**config.mk**
```make
export PLATFORM = sky130hd
export DESIGN_NAME = mem_access_ctrl
export DESIGN_NICKNAME = d
export VERILOG_FILES = /design/src/rtl/mem_access_ctrl_pkg.sv /design/src/rtl/mem_access_ctrl_perf.sv /design/src/rtl/mem_access_ctrl.sv
export SDC_FILE = /design/constraint.sdc
export NUM_CORES = 1
export LEC_CHECK = 0
export BUFFER_PORTS_ARGS = -buffer_cell sky130_fd_sc_hd__buf_2
export CAP_MARGIN = 0
export CORE_UTILIZATION = 45
export DETAILED_ROUTE_END_ITERATION = 8
export PLACE_DENSITY = 0.81
export SLEW_MARGIN = 5
export SYNTH_ARGS = -nofsm -noshare
export SYNTH_HDL_FRONTEND = slang
export SYNTH_SLANG_ARGS = --single-unit
export TNS_END_PERCENT = 100
```
**constraint.sdc**
```tcl
create_clock -name clk -period 2.1 [get_ports clk]
set_input_delay 0.42 -clock clk [delete_from_list [all_inputs] [get_ports clk]]
set_output_delay 0.42 -clock clk [all_outputs]
set_load 0.02 [all_outputs]
```
**src/rtl/mem_access_ctrl_pkg.sv**
```systemverilog
// ---------------------------------------------------------------------------
// mem_access_ctrl_pkg
// Shared constants for the MEM-stage cache access controller:
//   state_t          - controller FSM state encoding (2 bits)
//   DEFAULT_TIMEOUT  - default maximum number of WAIT cycles before error
//   PERF_CNT_WIDTH   - width of the hit/miss performance counters
// ---------------------------------------------------------------------------
package mem_access_ctrl_pkg;

    typedef enum logic [1:0] {
        ST_IDLE = 2'b00,
        ST_REQ  = 2'b01,
        ST_WAIT = 2'b10,
        ST_DONE = 2'b11
    } state_t;

    localparam int DEFAULT_TIMEOUT = 1023;
    localparam int PERF_CNT_WIDTH  = 32;

endpackage

```
**src/rtl/mem_access_ctrl_perf.sv**
```systemverilog
// ---------------------------------------------------------------------------
// mem_perf_counter
// Hit/miss event counters for the cache access controller. Both counters
// wrap modulo 2^32.
//
// Build option: MEM_ACCESS_CTRL_PERF_CNT_EN
//   defined   - counters are implemented
//   undefined - outputs tied to zero, no counter registers
//
// Ports:
//   clk        in   clock
//   reset      in   asynchronous active-low reset
//   hit_pulse  in   one-cycle pulse per access completing as a hit
//   miss_pulse in   one-cycle pulse per access completing as a miss
//   hit_cnt    out  number of hits
//   miss_cnt   out  number of misses
// ---------------------------------------------------------------------------
module mem_perf_counter
    import mem_access_ctrl_pkg::*;
(
    input  logic                      clk,
    input  logic                      reset,
    input  logic                      hit_pulse,
    input  logic                      miss_pulse,
    output logic [PERF_CNT_WIDTH-1:0] hit_cnt,
    output logic [PERF_CNT_WIDTH-1:0] miss_cnt
);

`ifdef MEM_ACCESS_CTRL_PERF_CNT_EN
    logic [PERF_CNT_WIDTH-1:0] hit_cnt_q,  hit_cnt_d;
    logic [PERF_CNT_WIDTH-1:0] miss_cnt_q, miss_cnt_d;

    always_comb begin
        hit_cnt_d  = hit_cnt_q  + PERF_CNT_WIDTH'(hit_pulse);
        miss_cnt_d = miss_cnt_q + PERF_CNT_WIDTH'(miss_pulse);
    end

    always_ff @(posedge clk or negedge reset) begin
        if (!reset) begin
            hit_cnt_q  <= '0;
            miss_cnt_q <= '0;
        end else begin
            hit_cnt_q  <= hit_cnt_d;
            miss_cnt_q <= miss_cnt_d;
        end
    end

    assign hit_cnt  = hit_cnt_q;
    assign miss_cnt = miss_cnt_q;
`else
    // Inputs are intentionally left without a load when counting is disabled.
    logic unused_inputs;
    assign unused_inputs = &{1'b0, clk, reset, hit_pulse, miss_pulse};

    assign hit_cnt  = '0;
    assign miss_cnt = '0;
`endif

endmodule

```
**src/rtl/mem_access_ctrl.sv**
```systemverilog
// ---------------------------------------------------------------------------
// mem_access_ctrl
// MEM-stage load/store controller in front of a cache with a ready/valid
// style handshake. Issues one cache request per aligned access, stalls the
// pipeline until the cache answers (or a WAIT timeout fires), and flags
// misaligned accesses and timeouts on a sticky err output.
//
// Build option: MEM_ACCESS_CTRL_PERF_CNT_EN enables hit/miss counters
// (see mem_perf_counter); without it hit_cnt/miss_cnt read as zero.
//
// Parameters: ADDR_WIDTH, DATA_WIDTH, TIMEOUT (max WAIT cycles)
// Ports:
//   clk, reset (async, active-low)
//   req_valid/mem_read/mem_write/req_addr/req_wdata  pipeline request
//   stall, rdata, rdata_valid, err                   pipeline response
//   c_is_input_valid/c_addr/c_mem_rw/c_din           cache request
//   c_is_ready/c_is_output_valid/c_dout              cache response
//   hit_cnt, miss_cnt                                performance counters
//
// state | meaning
// IDLE  | waiting for an aligned request while the cache is ready
// REQ   | one-cycle request strobe to the cache
// WAIT  | waiting for cache completion, timeout counter running
// DONE  | result presented for one cycle, pipeline released
// ---------------------------------------------------------------------------
module mem_access_ctrl
    import mem_access_ctrl_pkg::*;
#(
    parameter int ADDR_WIDTH = 32,
    parameter int DATA_WIDTH = 32,
    parameter int TIMEOUT    = DEFAULT_TIMEOUT
) (
    input  logic                      clk,
    input  logic                      reset,
    input  logic                      req_valid,
    input  logic                      mem_read,
    input  logic                      mem_write,
    input  logic [ADDR_WIDTH-1:0]     req_addr,
    input  logic [DATA_WIDTH-1:0]     req_wdata,
    output logic                      stall,
    output logic [DATA_WIDTH-1:0]     rdata,
    output logic                      rdata_valid,
    output logic                      err,
    output logic                      c_is_input_valid,
    output logic [ADDR_WIDTH-1:0]     c_addr,
    output logic                      c_mem_rw,
    output logic [DATA_WIDTH-1:0]     c_din,
    input  logic                      c_is_ready,
    input  logic                      c_is_output_valid,
    input  logic [DATA_WIDTH-1:0]     c_dout,
    output logic [PERF_CNT_WIDTH-1:0] hit_cnt,
    output logic [PERF_CNT_WIDTH-1:0] miss_cnt
);

    localparam int               CNT_W    = $clog2(TIMEOUT + 1);
    localparam logic [CNT_W-1:0] CNT_LAST = CNT_W'(TIMEOUT - 1);
    localparam logic [CNT_W-1:0] CNT_SAT  = CNT_W'(TIMEOUT);

    state_t                  state_q, state_d;
    logic [ADDR_WIDTH-1:0]   addr_q, addr_d;
    logic [DATA_WIDTH-1:0]   wdata_q, wdata_d;
    logic [DATA_WIDTH-1:0]   rdata_q, rdata_d;
    logic                    rw_q, rw_d;
    logic                    err_q, err_d;
    logic [CNT_W-1:0]        wait_cnt_q, wait_cnt_d;
    logic                    req_any, req_aligned;
    logic                    hit_pulse, miss_pulse;

    assign req_any     = req_valid && (mem_read || mem_write);
    assign req_aligned = req_any && (req_addr[1:0] == 2'b00);

    always_comb begin
        state_d    = state_q;
        addr_d     = addr_q;
        wdata_d    = wdata_q;
        rdata_d    = rdata_q;
        rw_d       = rw_q;
        err_d      = err_q;
        wait_cnt_d = wait_cnt_q;
        hit_pulse  = 1'b0;
        miss_pulse = 1'b0;

        case (state_q)
            ST_IDLE: begin
                if (req_any && !req_aligned) begin
                    err_d = 1'b1;
                end else if (req_aligned && c_is_ready) begin
                    addr_d  = req_addr;
                    wdata_d = req_wdata;
                    // write wins when both read and write are requested
                    rw_d    = mem_write;
                    state_d = ST_REQ;
                end
            end
            ST_REQ: begin
                wait_cnt_d = '0;
                state_d    = ST_WAIT;
            end
            ST_WAIT: begin
                if (c_is_output_valid) begin
                    if (!rw_q) begin
                        rdata_d = c_dout;
                    end
                    hit_pulse  = (wait_cnt_q == '0);
                    miss_pulse = (wait_cnt_q != '0);
                    state_d    = ST_DONE;
                end else if (wait_cnt_q == CNT_LAST) begin
                    wait_cnt_d = CNT_SAT;
                    err_d      = 1'b1;
                    rdata_d    = '0;
                    state_d    = ST_DONE;
                end else begin
                    wait_cnt_d = wait_cnt_q + 1'b1;
                end
            end
            ST_DONE: begin
                state_d = ST_IDLE;
            end
            default: begin
                state_d = ST_IDLE;
            end
        endcase
    end

    always_ff @(posedge clk or negedge reset) begin
        if (!reset) begin
            state_q    <= ST_IDLE;
            addr_q     <= '0;
            wdata_q    <= '0;
            rdata_q    <= '0;
            rw_q       <= 1'b0;
            err_q      <= 1'b0;
            wait_cnt_q <= '0;
        end else begin
            state_q    <= state_d;
            addr_q     <= addr_d;
            wdata_q    <= wdata_d;
            rdata_q    <= rdata_d;
            rw_q       <= rw_d;
            err_q      <= err_d;
            wait_cnt_q <= wait_cnt_d;
        end
    end

    // The IDLE term looks straight at the request inputs, so it is gated by
    // reset to keep stall low while reset is held.
    assign stall = (state_q == ST_REQ) || (state_q == ST_WAIT) ||
                   ((state_q == ST_IDLE) && req_aligned && reset);

    assign c_is_input_valid = (state_q == ST_REQ);
    assign rdata_valid      = (state_q == ST_DONE) && !rw_q;
    assign c_addr           = addr_q;
    assign c_mem_rw         = rw_q;
    assign c_din            = wdata_q;
    assign rdata            = rdata_q;
    assign err              = err_q;

    mem_perf_counter u_perf (
        .clk        (clk),
        .reset      (reset),
        .hit_pulse  (hit_pulse),
        .miss_pulse (miss_pulse),
        .hit_cnt    (hit_cnt),
        .miss_cnt   (miss_cnt)
    );

endmodule

```
After elaboration in Yosys (flattened, before gate mapping):

Index checks and enable logic that the tools add are counted.

* bits in registers: 110
* bits in latches: 0
* RAM bits: 0
* bits in read-only memories: 0
* bits of input ports: 103
* output and inout bits: 165
* logic and storage cells: 57
* memories: 0

* add/sub/neg operators: 1
* multiply operators: 0
* divide/modulo/power cells: 0
* order comparisons: 0
* equal/unequal tests: 11
* shift operators: 0
* muxes and demuxes: 15
* bitwise operators: 1
* reductions and logical operators: 22

Operators by type and width (number)
* $mux W32: 3
* $mux W10: 2
* $pmux W10 S2: 1
* $ne A2 B2 Y1 const B: 6
* $add A10 B1 Y10 const B: 1
* $eq A10 B10 Y1 const B: 1
* $reduce_and A3 Y1: 3
* $mux W2: 4
* $pmux W2 S4: 1
* $logic_and A1 B1 Y1: 7
* $reduce_bool A2 Y1: 3
* $eq A2 B2 Y1 const B: 2
* $logic_not A2 Y1: 2
* $reduce_and A4 Y1: 1
* $logic_or A1 B1 Y1: 3
* $mux W1: 3
* $ne A3 B3 Y1 const B: 1
* $eq A2 B1 Y1 const B: 1
* $logic_not A1 Y1: 2
* $pmux W1 S2: 1
* $reduce_and A2 Y1: 1
* $not A1 Y1: 1

Depth between registers and ports, before layout:

Gate-level depths: netlist of run 1.

* depth after elaboration: 7
* depth in mapped cells: 7
* depth with buffers taken out: 6

By module:

Synthesis of run 1 repeated with hierarchy kept, for this count alone.

* cell total of the unflattened synthesis: 368
* area total of the unflattened synthesis: 4962.3 um^2

Modules (own cells, without submodules)
* mem_access_ctrl: times used 1, cells an instance 303, area each 4478.0 um^2, seq. area each 2752.6 um^2
* mem_perf_counter: times used 1, cells an instance 65, area each 484.2 um^2, seq. area each 0.0 um^2

Least setup slack after synthesis of run 1:

Ideal clock, no wire load.

* path kind: register to register
* from: register state_q[0]
* to: register wait_cnt_q[7]
* setup time: 0.126 ns
* arrival time: 1.653 ns
* slack: 0.321 ns
* cell stages (with the launch flop): 8
* path buffers: 1
* clock period less this slack: 1.779 ns
* path through: dfrtp_1 inv_1 ha_1 a21bo_2 clkbuf_1 nor4_1 mux2i_1 nor2_1

* word-level cells in the longest chain between the ends: 3
* elaborated cells on any way between the ends: 6
* classes of those cells: eq/ne (3); mux (1); reduce/logical (2)

RTL lines
* start, declared: line mem_access_ctrl.sv:59 `state_t state_q, state_d;`
* start signal, assigned: line mem_access_ctrl.sv:135 `state_q <= state_d;`
* $eq A2 B2 Y1 or $eq A2 B1 Y1 (tied branches): line mem_access_ctrl.sv:83 `case (state_q)`
* $ne A2 B2 Y1 (no line) or $reduce_bool A2 Y1 (tied branches)
* $reduce_and A2 Y1 (no line)
* end signal, assigned: line mem_access_ctrl.sv:141 `wait_cnt_q <= wait_cnt_d;`
* end, declared: line mem_access_ctrl.sv:65 `logic [CNT_W-1:0] wait_cnt_q, wait_cnt_d;`

Several ways; a longest one is shown, not always the timed one.
A chain may end at the register's enable or synchronous reset.

Worst setup path in the final report of run 1:

* from: register state_q[0]
* to: output stall

* word-level cells in the longest chain between the ends: 4
* elaborated cells on any way between the ends: 7
* classes of those cells: eq/ne (2); reduce/logical (5)

RTL lines
* $logic_not A2 Y1: line mem_access_ctrl.sv:148 `((state_q == ST_IDLE) && req_aligned && reset);`
* $logic_and A1 B1 Y1 (2 in a row): line mem_access_ctrl.sv:148
* $logic_or A1 B1 Y1 *: line mem_access_ctrl.sv:147 `assign stall = (state_q == ST_REQ) || (state_q == ST_WAIT) ||`
* end, declared: line mem_access_ctrl.sv:40 `output logic stall,`

Every way passes the cells marked *; elsewhere a longest branch is shown, timed or not.

==> results.py, run 1 <==
metrics = {
    "routing": {
        "drt_iter0_drc": 131,
        "viasPerCell": 4.82,
        "drt-pass1-iter-count": 4,
        "drcViolationCount": 0,
        "wl_um": 10500,
        "wire_per_inst_um": 14.6,
        "ant_nets": 0,
        "num_vias": 3469,
    },
    "clocking": {
        "h-tree-depth": 3,
        "clkTransAtPathRegs_ns": 0.09,
        "numClockSinks": 110,
        "insertion_delay_ns": 0.36,
        "cts-root-buf": "clkbuf_8",
        "cts_tree": "yes",
        "cts_made_buffers": 9,
        "cts.path.max_buffers": 2,
    },
    "layout": {
        "layout_commonest_cell": "buf_2",
        "regArea_mm2": 0.00275,
        "n_antenna_cell": 0,
        "utilization": 0.581,
        "nets": 689,
        "fill_cells": 877,
        "fin_area_mm2": 0.00606,
        "final_cells": 719,
        "drive_gt1_frac": 0.441,
        "syn_to_final_growth_pct": 23.7,
        "multi_input_area_mm2": 0.00178,
        "most-common-layout-cells": "buf_2 (202), dfrtp_1 (110), conb_1 (64), mux2_1 (49), a22o_1 (32)",
    },
    "synthesis": {
        "synth_edf_count": 0,
        "synthAdderAreaFrac": 0.0153,
        "synthSimpleGateAreaFrac": 0.0473,
        "synth_seq_area_share": 0.562,
        "synth_compound_area_frac": 0.0964,
        "synth_top_family_by_area": "multiplexers",
        "ys_async_sr_fraction": 1.00,
        "synthMuxAreaShare": 0.151,
        "yosysWarnings": 0,
        "synth_seq_cells": 110,
        "yosysUniqueCellTypes": 41,
        "synthFlopType": "dfrtp_1",
        "synth.avg_cell_area_um2": 13.2,
        "synth_top_area_share": 0.562,
        "syn-cell-area_mm2": 0.00489,
        "synth_xor_area_frac": 0,
        "ys_top_cells_by_area": "dfrtp_1 (56%), mux2_1 (11%), buf_4 (9.8%)",
        "synth_top_cell_by_area": "dfrtp_1",
        "syn-instance-count": 370,
    },
    "global_routing": {
        "track_usage": 0.187,
        "grt_overflow_total": 0,
        "grt_pass1_vias": 3448,
        "antenna_found_initial": 0,
        "grt_max_degree": 60,
        "grt_pass1_wl_um": 16600,
    },
    "floorplan": {
        "die_x_um": 106,
        "die_h_um": 106,
        "fp.dieArea_mm2": 0.0113,
        "rows": 37,
        "initial_core_util": 0.470,
        "core_mm2": 0.0104,
        "io_pins": 268,
    },
    "timing": {
        "rsz0062_at_grt": "false",
        "finalSetupViolations": 0,
        "fmax_mhz": 505,
        "hold_ws_ns": 0.171,
        "clock_skew_ns": 0.0160,
        "slew_headroom": 0.430,
        "fin_crit_ns": 1.98,
        "fin_crit_sh": 0.944,
        "worstMarginPinSlew_ns": 0.852,
        "final_hold_viol_count": 0,
        "slew_violations": 0,
    },
    "setup_path": {
        "crit_path_end_kind": "primary output",
        "startpoint_type": "flip-flop",
        "cp.required_ns": 1.68,
        "critical_path_class": "reg2out",
        "cp_max_fo": 4,
        "worstPathArrival_ns": 1.56,
    },
    "power_and_ir_drop": {
        "p_sw_frac": 0.411,
        "cellPowerDensity_mw_per_mm2": 1450,
        "ir_drop_uv": 1080,
        "switchingPower_mw": 3.62,
        "p_seq_frac": 0.404,
        "internal_power_mw": 5.19,
        "clkPwrFrac": 0.146,
        "leakagePower_nw": 3.30,
        "pwr-share-comb": 0.450,
    },
    "job": {
        "cap_violations": 0,
    },
    "placed_design": {
        "gp_congestion": 0.814,
        "post_dp_cell_area_mm2": 0.00585,
        "place_hpwl_um": 8070,
        "port_buffers": 203,
        "dp_cells": 705,
    },
    "worst_hold_path": {
        "hp-class": "in2async",
    },
    "outcome": {
        "status": "completed",
    },
}
final timing paths:
path,startpoint,depth (start not counted),end,slack [ns]
worst max-delay path,state_q[0],4,stall,0.12
worst min-delay path,reset,2,state_q[0],0.17
worst max register to register,state_q[0],6,wait_cnt_q[7],0.18
worst min register to register,err,1,err,0.47
max in group asynchronous,reset,2,c_addr[24],1.39
min in group clk,req_addr[4],2,c_addr[4],0.26
sequential cells by signal, indices dropped and copies added (netlist names):
| name | count |
|---|---|
| state_q | 2 |
| rdata | 32 |
| c_addr | 32 |
| wait_cnt_q | 10 |
| c_mem_rw | 1 |
| err | 1 |
| c_din | 32 |
cell usage after synthesis, drive strengths merged, types with 3 or more instances:
cell   number
o21ai       8
nor4        4
dfrtp     110
ha          6
nand3       4
nor3        7
nor2        8
and2        3
a22o       32
inv         5
buf        80
nand2       7
mux2       64
a21oi       7
power by group through the flow:
| stage | combinational, mW | clock, mW | sequential, mW |
|---|---|---|---|
| floorplan | 1.50 | 0 | 4.68 |
| global placement | 3.86 | 0 | 3.56 |
| detailed placement | 3.99 | 0 | 3.61 |
| CTS | 4.00 | 1.32 | 3.57 |
| global route | 4.24 | 1.42 | 3.68 |
| finish | 3.96 | 1.28 | 3.56 |
routing by layer:
| metal | routed length, um | vias to the layer above | share of wire | track usage |
|---|---|---|---|---|
| li1 | - | 1586 | - | - |
| met4 | 137 | 0 | 0.013 | 0.0635 |
| met2 | 5680 | 146 | 0.54 | 0.340 |
| met1 | 4070 | 1724 | 0.39 | 0.217 |
| met5 | 0 | - | 0 | 0 |
| met3 | 632 | 13 | 0.060 | 0.0386 |
logic make-up after synthesis:
| group | Yosys count |
|---|---|
| AO/OA/AOI/OAI | 61 |
| adder cells (fa/ha/maj) | 6 |
| buffers and inverters | 86 |
| flip-flops | 110 |
| multiplexers | 66 |
| other | 1 |
| AND/OR/NAND/NOR | 40 |
area by class of cell:
class                      instances  area share
tap                              136      0.0281
clock inverter                     3     0.00723
sequential                       110       0.455
multi-input combinational        237       0.294
inverter                           5     0.00310
clock buffer                      11      0.0250
timing repair buffer             217       0.188
timing repair:
action,CTS,global route
setup buffers,0,0
resized for setup,1,0
setup endpoints to repair,32,0
hold buffers,0,0
critical path, stage by stage (launching register included):
cell and delay, ns:
dfrtp_1 0.41, inv_1 0.08, ha_1 0.34, a31o_2 0.23, buf_2 0.15
metrics by stage:
step / setup TNS, ns / total power [mW] / setup WS [ns]
2_1_floorplan: 0 / 6.19 / 0.321
3_3_place_gp: 0 / 7.42 / 0.0791
3_5_place_dp: -1.36 / 7.60 / -0.0589
4_1_cts: 0 / 8.90 / 0.0948
5_1_grt: 0 / 9.34 / 0.0250
6_report: 0 / 8.81 / 0.119
Power figures use the tool's default switching activity.
==> inputs of run 2 (changes only) <==
--- a/config.mk
+++ b/config.mk
@@ -7,6 +7,7 @@
 export LEC_CHECK = 0
 export BUFFER_PORTS_ARGS = -buffer_cell sky130_fd_sc_hd__buf_2
 export CAP_MARGIN = 0
+export CORE_ASPECT_RATIO = 1.4
 export CORE_UTILIZATION = 45
 export DETAILED_ROUTE_END_ITERATION = 8
 export PLACE_DENSITY = 0.81
==> run 2 against run 1 <==
Global-route usage down 0.12 points. Hold slack about the same. Setup slack better by 0.032 ns. Wire length down 3.0%. Register-to-register slack worse by 0.03 ns. Via count down 0.32%. Critical path type is now reg2reg. Largest cell class unchanged. Fmax up 1.6%.
==> results.py, run 2 (synthesis results as in run 1) <==
metrics = {
    "timing": {
        "fin_crit_ns": 1.95,
        "slew_headroom": 0.626,
        "fmax_mhz": 513,
        "final_hold_viol_count": 0,
        "finalSetupViolations": 0,
        "fin_setup_tns_ns": 0,
        "clock_skew_ns": 0.00994,
        "slew_violations": 0,
        "fin_crit_sh": 0.928,
        "worstMarginPinSlew_ns": 0.561,
        "rsz0062_at_grt": "false",
        "hold_ws_ns": 0.171,
    },
    "clocking": {
        "h-tree-depth": 3,
        "cts.repair.resized": 0,
        "cts_setup_buffers": 0,
        "cts.path.max_buffers": 2,
        "cts_tree": "yes",
        "insertion_delay_ns": 0.34,
        "numClockSinks": 110,
        "clkTransAtPathRegs_ns": 0.07,
        "cts_made_buffers": 9,
        "cts-root-buf": "clkbuf_16",
        "postCtsHoldBufs": 0,
    },
    "placed_design": {
        "post_dp_cell_area_mm2": 0.00582,
        "place_hpwl_um": 7660,
        "port_buffers": 203,
        "gp_congestion": 0.782,
    },
    "power_and_ir_drop": {
        "leakagePower_nw": 3.32,
        "switchingPower_mw": 3.73,
        "p_sw_frac": 0.406,
        "internal_power_mw": 5.46,
        "power.total_mw": 9.19,
        "cellPowerDensity_mw_per_mm2": 1500,
        "p_seq_frac": 0.387,
        "clkPwrFrac": 0.179,
        "pwr-share-comb": 0.434,
        "ir_drop_uv": 814,
    },
    "setup_path": {
        "cp.required_ns": 2.32,
        "cp_max_fo": 9,
        "startpoint_type": "flip-flop",
        "critical_path_class": "reg2reg",
        "worstPathArrival_ns": 2.17,
        "crit_path_end_kind": "flip-flop",
    },
    "routing": {
        "drcViolationCount": 0,
        "wl_um": 10200,
        "drt_iter0_drc": 88,
        "num_vias": 3458,
        "drt-pass1-iter-count": 4,
        "viasPerCell": 4.82,
        "wire_per_inst_um": 14.2,
        "ant_nets": 0,
    },
    "global_routing": {
        "antenna_found_initial": 1,
        "grt_pass1_wl_um": 17000,
        "track_usage": 0.186,
        "grt_max_degree": 111,
        "grt_pass1_vias": 3473,
        "grt_overflow_total": 0,
    },
    "layout": {
        "most-common-layout-cells": "buf_2 (202), dfrtp_1 (110), conb_1 (64), mux2_1 (49), a22o_1 (32)",
        "drive_gt1_frac": 0.437,
        "fin_area_mm2": 0.00612,
        "layout_commonest_cell": "buf_2",
        "nets": 683,
        "utilization": 0.585,
        "syn_to_final_growth_pct": 25.0,
        "fill_cells": 839,
    },
    "floorplan": {
        "fp.dieArea_mm2": 0.0113,
        "rows": 44,
        "die_x_um": 90.1,
        "die_h_um": 125,
        "core_mm2": 0.0105,
        "io_pins": 268,
        "initial_core_util": 0.468,
    },
    "worst_hold_path": {
        "hp-class": "in2async",
    },
    "outcome": {
        "status": "completed",
    },
    "job": {
        "cap_violations": 0,
    },
}
## run 2: cell count changes in the layout (fill, tap and decap cells not counted), sizes merged
cell	delta
clkbuf	-1
buf	-6
bufinv	-1
clkinv	+1
clkinvlp	+1
diode	+1
inv	+2
## run 2: metrics by stage
stage / worst slack [ns] / std cells
after floorplan: 0.321 / 433
after global placement: 0.295 / 701
after detailed placement: 0.229 / 701
after CTS: 0.149 / 717
after global routing: 0.0490 / 718
final: 0.150 / 718
## run 2: path summary, 6_finish.rpt
check	startpoint	to	slack (ns)	depth (start not counted)
max in group asynchronous	reset	c_addr[23]	1.52	2
min in group clk	req_addr[29]	c_addr[29]	0.29	2
min	reset	c_mem_rw	0.17	2
max reg2reg	state_q[0]	wait_cnt_q[7]	0.15	6
min reg2reg	err	err	0.47	1
max	state_q[0]	wait_cnt_q[7]	0.15	6
## run 2: routing by layer
metal,track usage,up-vias,wire [um]
met5,0,-,0
li1,-,1588,-
met1,0.209,1664,3790
met3,0.0353,28,582
met2,0.333,178,5530
met4,0.0930,0,306
## run 2: layout make-up
class / count / area [um2] / area share
flip-flops and latches: 110 / 2750 / 0.450
clock buffers: 10 / 239 / 0.0391
inverters: 5 / 18.8 / 0.00307
clock inverters: 6 / 55.1 / 0.00900
multi-input cells: 237 / 1780 / 0.290
well taps: 138 / 173 / 0.0282
diodes: 1 / 2.50 / 0.000409
repair buffers: 211 / 1100 / 0.180
## run 2: power by group through the flow
stage | combinational, mW | sequential [mW] | clock (mW)
2_1_floorplan | 1.50 | 4.68 | 0
5_1_grt | 4.25 | 3.69 | 1.78
3_3_place_gp | 3.92 | 3.54 | 0
4_1_cts | 4.03 | 3.57 | 1.69
6_report | 3.99 | 3.56 | 1.65
3_5_place_dp | 4.02 | 3.60 | 0
## run 2: critical path, stage by stage, from the launching register on
cell and delay [ns]:
dfrtp_1 0.39, inv_1 0.09, ha_1 0.34, a21bo_2 0.31, nor4_1 0.41, mux2i_1 0.25
nor2_1 0.05
==> inputs of run 3 (changes only) <==
--- a/config.mk
+++ b/config.mk
@@ -5,12 +5,10 @@
 export SDC_FILE = /design/constraint.sdc
 export NUM_CORES = 1
 export LEC_CHECK = 0
-export BUFFER_PORTS_ARGS = -buffer_cell sky130_fd_sc_hd__buf_2
 export CAP_MARGIN = 0
-export CORE_ASPECT_RATIO = 1.4
 export CORE_UTILIZATION = 45
 export DETAILED_ROUTE_END_ITERATION = 8
-export PLACE_DENSITY = 0.81
+export DONT_BUFFER_PORTS = 1
 export SLEW_MARGIN = 5
 export SYNTH_ARGS = -nofsm -noshare
 export SYNTH_HDL_FRONTEND = slang
==> run 3 against run 2 <==
The flow now finishes with violations (negative hold slack). Sequential power increased by 37%. Combinational power fell by 57%. Wire length fell by 5.6%. Largest power group is now sequential cells.
==> results.py, run 3 (synthesis results as in run 1) <==
metrics = {
    "outcome": {
        "status": "complete, but fails checks",
        "violations": "negative hold slack",
    },
    "routing": {
        "wire_per_inst_um": 18.9,
        "drcViolationCount": 0,
        "num_vias": 2647,
        "viasPerCell": 5.19,
        "drt-pass1-iter-count": 4,
        "ant_nets": 0,
        "drt_iter0_drc": 138,
        "wl_um": 9640,
    },
    "global_routing": {
        "antenna_found_initial": 0,
        "track_usage": 0.170,
        "grt_pass1_vias": 2679,
        "grt_max_degree": 112,
        "grt_overflow_total": 0,
        "grt_pass1_wl_um": 14600,
    },
    "placed_design": {
        "port_buffers": 0,
        "post-place-ws_ns": 0.214,
        "place_hpwl_um": 6890,
        "gp_congestion": 0.776,
    },
    "setup_path": {
        "slowest_delay_ns": 0.42,
        "critical_path_class": "reg2reg",
        "timing.rr.end": "rdata[24]",
        "startpoint_type": "flip-flop",
        "cp_max_fo": 32,
        "reg2reg_depth": 7,
        "cp.required_ns": 2.36,
        "crit_path_end": "rdata[24]",
        "crit_path_end_kind": "flip-flop",
        "reg2reg_slack_ns": 0.19,
        "slowest_stage": "dfrtp_1",
        "crit_start": "wait_cnt_q[0]",
        "worstPathArrival_ns": 2.17,
        "rr_startpoint": "wait_cnt_q[0]",
        "path_cells": "inv_1, ha_1, nand2_1, nor4_2, o21ai_2, buf_4, a22o_1",
    },
    "clocking": {
        "cts.path.max_buffers": 2,
        "clkTransAtPathRegs_ns": 0.10,
        "cts.repair.resized": 0,
        "numClockSinks": 110,
        "h-tree-depth": 3,
        "cts_made_buffers": 9,
        "insertion_delay_ns": 0.37,
        "cts_setup_buffers": 0,
        "cts-root-buf": "clkbuf_8",
        "cts_tree": "yes",
    },
    "timing": {
        "hold_ws_ns": -0.265,
        "finalSetupViolations": 0,
        "slew_violations": 0,
        "rsz0062_at_grt": "false",
        "final.setup.worst_slack_ns": 0.194,
        "final_hold_viol_count": 110,
        "fin_setup_tns_ns": 0,
        "fin_crit_ns": 1.91,
        "fin_crit_sh": 0.907,
        "fmax_mhz": 525,
        "clock_skew_ns": 0.00751,
    },
    "floorplan": {
        "initial_core_util": 0.470,
        "rows": 37,
        "die_h_um": 106,
        "fp.dieArea_mm2": 0.0113,
        "die_x_um": 106,
        "io_pins": 268,
        "core_mm2": 0.0104,
    },
    "layout": {
        "nets": 478,
        "layout_commonest_cell": "dfrtp_1",
        "most-common-layout-cells": "dfrtp_1 (110), conb_1 (64), mux2_1 (49), a22o_1 (32), mux2_2 (15)",
        "fill_cells": 911,
        "multi_input_area_mm2": 0.00178,
        "syn_to_final_growth_pct": 2.22,
        "n_antenna_cell": 0,
        "drive_gt1_frac": 0.128,
        "regArea_mm2": 0.00275,
        "utilization": 0.480,
    },
    "power_and_ir_drop": {
        "cellPowerDensity_mw_per_mm2": 1580,
        "power.total_mw": 7.92,
        "leakagePower_nw": 2.42,
        "ir_drop_uv": 832,
    },
    "job": {
        "cap_violations": 0,
    },
    "worst_hold_path": {
        "hp-class": "in2async",
    },
}
[run 3: cell count changes in the layout (fill, tap and decap cells not counted)]
cell / previous run / this run
clkbuf_8: 1 / 12
clkbuf_16: 9 / 0
bufinv_16: 0 / 1
diode_2: 1 / 0
clkinv_8: 1 / 0
buf_2: 202 / 0
buf_4: 7 / 4
inv_6: 3 / 1
[run 3: critical path, delay by kind of cell (launching register included)]
family	cells	cell delay, ns
AO/OA/AOI/OAI	2	0.33
adder cells (fa/ha/maj)	1	0.16
buffers and inverters	2	0.34
flip-flops	1	0.42
AND/OR/NAND/NOR	2	0.55
[run 3: layout make-up]
cell class,instances,area share
clock buffer,12,0.0330
tap,136,0.0340
inverter,5,0.00375
sequential,110,0.550
clock inverter,4,0.0103
timing repair buffer,6,0.0140
multi-input combinational,237,0.355
[run 3: layer usage]
metal  vias to the layer above  global-route usage  share of wire
li1                       1171                   -              -
met1                      1326               0.190           0.37
met2                       142               0.300           0.54
met3                         8              0.0650          0.087
met4                         0              0.0446         0.0077
met5                         -                   0              0
[run 3: report_power, final]
group / switching, mW / internal, mW
Sequential: 1.83 / 3.05
Clock: 0.693 / 0.652
Combinational: 0.854 / 0.847
Total: 3.38 / 4.55
[run 3: per-stage QoR]
step,instance area [um2],instances
2_1_floorplan,5130,433
3_3_place_gp,4790,494
3_5_place_dp,4790,494
4_1_cts,5000,510
5_1_grt,5000,510
6_report,5000,510
[run 3: worst min-delay path by stage]
| stage | from | end | slack, ns | depth (start not counted) |
|---|---|---|---|---|
| after floorplan | reset | c_addr[0] | 0.12 | 0 |
| after global placement | reset | state_q[1] | 0.13 | 0 |
| after detailed placement | reset | state_q[1] | 0.13 | 0 |
| after CTS | reset | c_din[13] | -0.29 | 0 |
| after global routing | reset | c_din[13] | -0.31 | 0 |
| final | reset | c_din[13] | -0.26 | 0 |
